===== config.mk =====
export PLATFORM = sky130hd
export DESIGN_NAME = instr_fetch_unit
export DESIGN_NICKNAME = d
export VERILOG_FILES = /design/src/rtl/instr_fetch_unit.sv
export SDC_FILE = /design/constraint.sdc
export NUM_CORES = 1
export LEC_CHECK = 0
export ABC_AREA = 1
export BUFFER_PORTS_ARGS = -buffer_cell sky130_fd_sc_hd__buf_2
export CORE_MARGIN = 4
export CORE_UTILIZATION = 45
export CTS_CLUSTER_SIZE = 16
export DETAILED_ROUTE_END_ITERATION = 7
export GPL_TIMING_DRIVEN = 1
export PLACE_DENSITY = 0.75
export SLEW_MARGIN = 15
export SYNTH_ARGS = -nofsm -noshare
export SYNTH_HDL_FRONTEND = slang
export SYNTH_SLANG_ARGS = --single-unit

===== constraint.sdc =====
create_clock -name clk -period 1.65 [get_ports clk]
set_input_delay 0.0825 -clock clk [delete_from_list [all_inputs] [get_ports clk]]
set_output_delay 0.0825 -clock clk [all_outputs]
set_load 0.05 [all_outputs]

===== src/rtl/instr_fetch_unit.sv =====
// Instruction fetch sequencer: walks pc through a synchronous instruction memory and
// hands each instruction to the control unit over the run/d_in/done handshake.
module instr_fetch_unit #(
    parameter int ADDR_WIDTH  = 8,
    parameter int INSTR_WIDTH = 16,
    parameter int TIMEOUT     = 8
) (
    input  logic                   clk,
    input  logic                   reset,
    input  logic                   start,
    input  logic [ADDR_WIDTH:0]    prog_len,
    output logic                   mem_rd_en,
    output logic [ADDR_WIDTH-1:0]  mem_addr,
    input  logic [INSTR_WIDTH-1:0] mem_rdata,
    output logic [INSTR_WIDTH-1:0] instr,
    output logic                   run,
    input  logic                   done,
    output logic [ADDR_WIDTH:0]    pc,
    output logic                   busy,
    output logic                   finished,
    output logic                   error
);

    // Handshake: run stays high for every EXEC cycle; done is only honoured in EXEC,
    // and a done sampled at an edge ends the instruction so run is low the next cycle.
    typedef enum logic [2:0] {S_IDLE, S_FETCH, S_LOAD, S_EXEC, S_FINISH} state_t;

    localparam int CW = $clog2(TIMEOUT);
    localparam logic [ADDR_WIDTH:0] PC_ONE  = 1;
    localparam logic [CW-1:0]       CNT_MAX = CW'(TIMEOUT - 1);

    state_t              state, state_nxt;
    logic [ADDR_WIDTH:0] len_q;
    logic [CW-1:0]       tcnt;
    logic                last_instr;
    logic                timeout_hit;

    assign last_instr  = (pc + PC_ONE) == len_q;
    assign timeout_hit = (tcnt == CNT_MAX);

    always_ff @(posedge clk) begin
        if (reset) state <= S_IDLE;
        else       state <= state_nxt;
    end

    always_comb begin
        state_nxt = state;
        case (state)
            S_IDLE:   if (start) state_nxt = (prog_len == '0) ? S_FINISH : S_FETCH;
            S_FETCH:  state_nxt = S_LOAD;
            S_LOAD:   state_nxt = S_EXEC;
            S_EXEC: begin
                // done outranks a timeout landing on the same edge
                if (done)             state_nxt = last_instr ? S_FINISH : S_FETCH;
                else if (timeout_hit) state_nxt = S_IDLE;
            end
            S_FINISH: state_nxt = S_IDLE;
            default:  state_nxt = S_IDLE;
        endcase
    end

    always_ff @(posedge clk) begin
        if (reset) begin
            pc    <= '0;
            len_q <= '0;
            instr <= '0;
            tcnt  <= '0;
            error <= 1'b0;
        end else begin
            case (state)
                S_IDLE: begin
                    if (start) begin
                        pc    <= '0;
                        len_q <= prog_len;
                        error <= 1'b0;
                        tcnt  <= '0;
                    end
                end
                S_LOAD: begin
                    instr <= mem_rdata;
                    tcnt  <= '0;
                end
                S_EXEC: begin
                    if (done) begin
                        pc   <= pc + PC_ONE;
                        tcnt <= '0;
                    end else if (timeout_hit) begin
                        error <= 1'b1;
                        tcnt  <= '0;
                    end else begin
                        tcnt <= tcnt + CW'(1);
                    end
                end
                default: ;
            endcase
        end
    end

    assign mem_rd_en = (state == S_FETCH);
    assign mem_addr  = pc[ADDR_WIDTH-1:0];
    assign run       = (state == S_EXEC);
    assign busy      = (state != S_IDLE);
    assign finished  = (state == S_FINISH);

endmodule


==> results.md <==
* Status: complete, no violations
* Critical path cell sequence: ha_4, nand2_1, nand2_1, xor2_1, nand3_1, nor2_2, nand3_2, o21ai_2, nand3_1, nor2_1
* Final Hold Fails at 0
* Max-Cap Viols at 0
* Multi-input gate area at about 1000 sq um
* Min-Delay Path Class: in -> reg
* Critical path class: reg -> reg
* Final Util at 0.636
* DR WL/cell at approximately 13 microns
* Critical Path Source Type: flop
* Ys flop type: dfxtp_1
* Pwr dens at 1280 nW/um^2
* CTS H-tree depth at 2
* Detailed Place HPWL at 3.72 mm
* Worst path bufs/invs at 0
* Register area share after synthesis at 0.411
* CP Max Fanout at 6
* RSZ-0062 raised after global routing: true
* Area Overhead vs Synth at 32.0%
* Post-route cell area at about 2600 sq um
* Fin crit period at between 1.5 and 2 ns
* Total CTS buffers at 5
* Fraction of registers with async set/reset at 0
* Worst skew pair latency at around 0.3 ns
* Count leader, synth: nand2_1
* Max IR drop VDD at around 0.00076 V
* Final cell count without fillers at a little over 400
* Dpl cell area at roughly 2400 sq um
* Largest net degree at the start of global routing at 21
* Cell family with most CP delay: simple AND/OR/NAND/NOR gates
* Clock Tree Root: clkbuf_8
* CP max stage cell: dfxtp_4
* Routability cong. at 0.898
* Yosys warns at 0
* Leak at around 1.3 nW
* Hold_ws at 0.00511 ns
* Die area at between 5000 and 6000 sq um
* Initial core utilization at 0.482
* DR vias at roughly 2100
* Period utilization at 0.979
* Worst-margin pin slew at approximately 0.32 ns
* CP required at roughly 1.9 ns
* Worst rel slew slack at 0.788
* Congestion Overflow GR at 0
* Inst Count DP at roughly 400
* Input/output buffers at 66
* Final #Nets at between 300 and 400
* First-pass GRT wire length at around 8.4 mm
* TritonRoute pass-1 iters at 4
* Crit. End Element: flop
* Area contributors post-synth: dfxtp_1 (41%), nand2_1 (11%), nor2_1 (7.3%)
* CTS sink count at between 40 and 50
* Number of enable flip-flop cells after synthesis at 0
* Initial DRC count at 85
* Final wirelength at ~5.2 mm
* Register bit total from synthesis at 41
* Routed Antenna Nets at 0
* # IOs at 67
* Placement row count at 23
* Synth cell types at 29
* Antenna violations before repair at 0
* Fin Clk Skew at about 0.014 ns
* Vias in the first global route at just under 2000
* Mapped Cells at 286
* Core Area at between 4000 and 5000 sq um
* Syn_area_per_cell at roughly 7.0 sq um
* Worst-path clk slew at roughly 0.09 ns
* Die H at ~75 microns
* Worst Path Arrival at approximately 1.9 ns
* Post-Syn Area at 2000 sq um
* Die width at roughly 75 microns
* Crit-path max cell delay at ~0.4 ns
* Vias per cell at between 5 and 6
* Setup violators final at 0
* Post-synth top area cell: dfxtp_1
* Fill cell count at approximately 370
* Final slew viol count at 0
* Antenna cells at 0
* Gr usage total at 0.194
* Register Area at approximately 840 sq um
* CTS tree: done
* Syn Nets at 318
* Fmax at just over 0.6 GHz
* # DRC at 0
* Fraction of layout cells with a size suffix above 1 at 0.343
* CTS Buffer Depth at 2
* Synth top area share at 0.411
* Post-synth top cells: nand2_1 (56), dfxtp_1 (41), nor2_1 (39), inv_1 (26), nand3_1 (25)
## what timing repair did
| action | 4_1_cts | 5_1_grt |
|---|---|---|
| resized for setup | 1 | 14 |
| setup endpoints to repair | 2 | 3 |
| pin swaps | 0 | 11 |
| hold endpoints to repair | 4 | 0 |
| hold buffers | 4 | 0 |
| buffers inserted | 0 | 5 |
## sequential cells by signal (all words and copies together) (netlist names)
signal,flops
len_q,9
error,1
tcnt,3
instr,16
state,3
pc,9
## worst paths after layout
kind | from | to | slack, ns | cells after the start
setup reg to reg | pc[1] | state[2] | 0.03 | 10
setup / recovery | pc[1] | state[2] | 0.03 | 10
hold / removal | mem_rdata[11] | instr[11] | 0.005 | 3
hold reg to reg | error | error | 0.45 | 2
## power breakdown
part / leakage (nW) / switching (W) / internal, W
Combinational: 0.868 / 0.000937 / 0.000376
Sequential: 0.339 / 0.000106 / 0.00115
Clock: 0.0556 / 0.000369 / 0.000431
## placed cells by master, fill, tap and decap left out, types with 2 or more instances in the layout
cell	count
nor2_1	39
clkbuf_8	6
buf_4	11
dlygate4sd3_1	4
dfxtp_2	4
nand2_2	5
buf_2	66
dfxtp_4	3
nand2_1	54
nor4_1	2
nand3_1	23
buf_6	2
a21oi_1	21
xor2_1	2
o21ai_0	23
ha_1	2
nor2_2	5
nor2_4	4
inv_2	5
inv_1	25
dfxtp_1	34
nand3_2	2
## tightest hold or removal path: stages
cell	delay, ns
buf_2	0.07
nor2_1	0.03
nor2_1	0.08
## kinds of logic (layout without fill, tap and decap cells)
kind of cell / after synthesis / in the layout / synth area share
and+or+nand+nor: 139 / 139 / 0.311
adders and majority gates: 3 / 3 / 0.0188
xor gates and xnor gates: 3 / 3 / 0.0132
AOI/OAI and AO/OA: 52 / 52 / 0.140
buffers and inverters: 48 / 123 / 0.106
DFF: 41 / 41 / 0.411
## layout make-up
| cell class | instances | share of cell area |
|---|---|---|
| Clock buffer | 7 | 0.0408 |
| Clock inverter | 1 | 0.00285 |
| Inverter | 32 | 0.0465 |
| Multi-Input combinational cell | 197 | 0.388 |
| Sequential cell | 41 | 0.318 |
| Tap cell | 50 | 0.0237 |
| Timing Repair Buffer | 83 | 0.180 |
## metal layers
metal / part of all wire / vias up / global-route usage
li1: - / 1057 / -
met1: 0.43 / 950 / 0.234
met2: 0.49 / 54 / 0.336
met3: 0.060 / 7 / 0.0534
met4: 0.013 / 0 / 0.0593
met5: 0 / - / 0
## stage by stage
stage	power (W)	setup TNS [ns]	setup slack (ns)
after global placement	0.00252	0	0.0721
after floorplan	0.00221	-0.0123	-0.0123
after global routing	0.00355	-0.130	-0.0796
after detailed placement	0.00254	0	0.00503
final	0.00337	0	0.0341
after CTS	0.00335	0	0.0224
No activity file was read; power rests on OpenSTA's default activity.
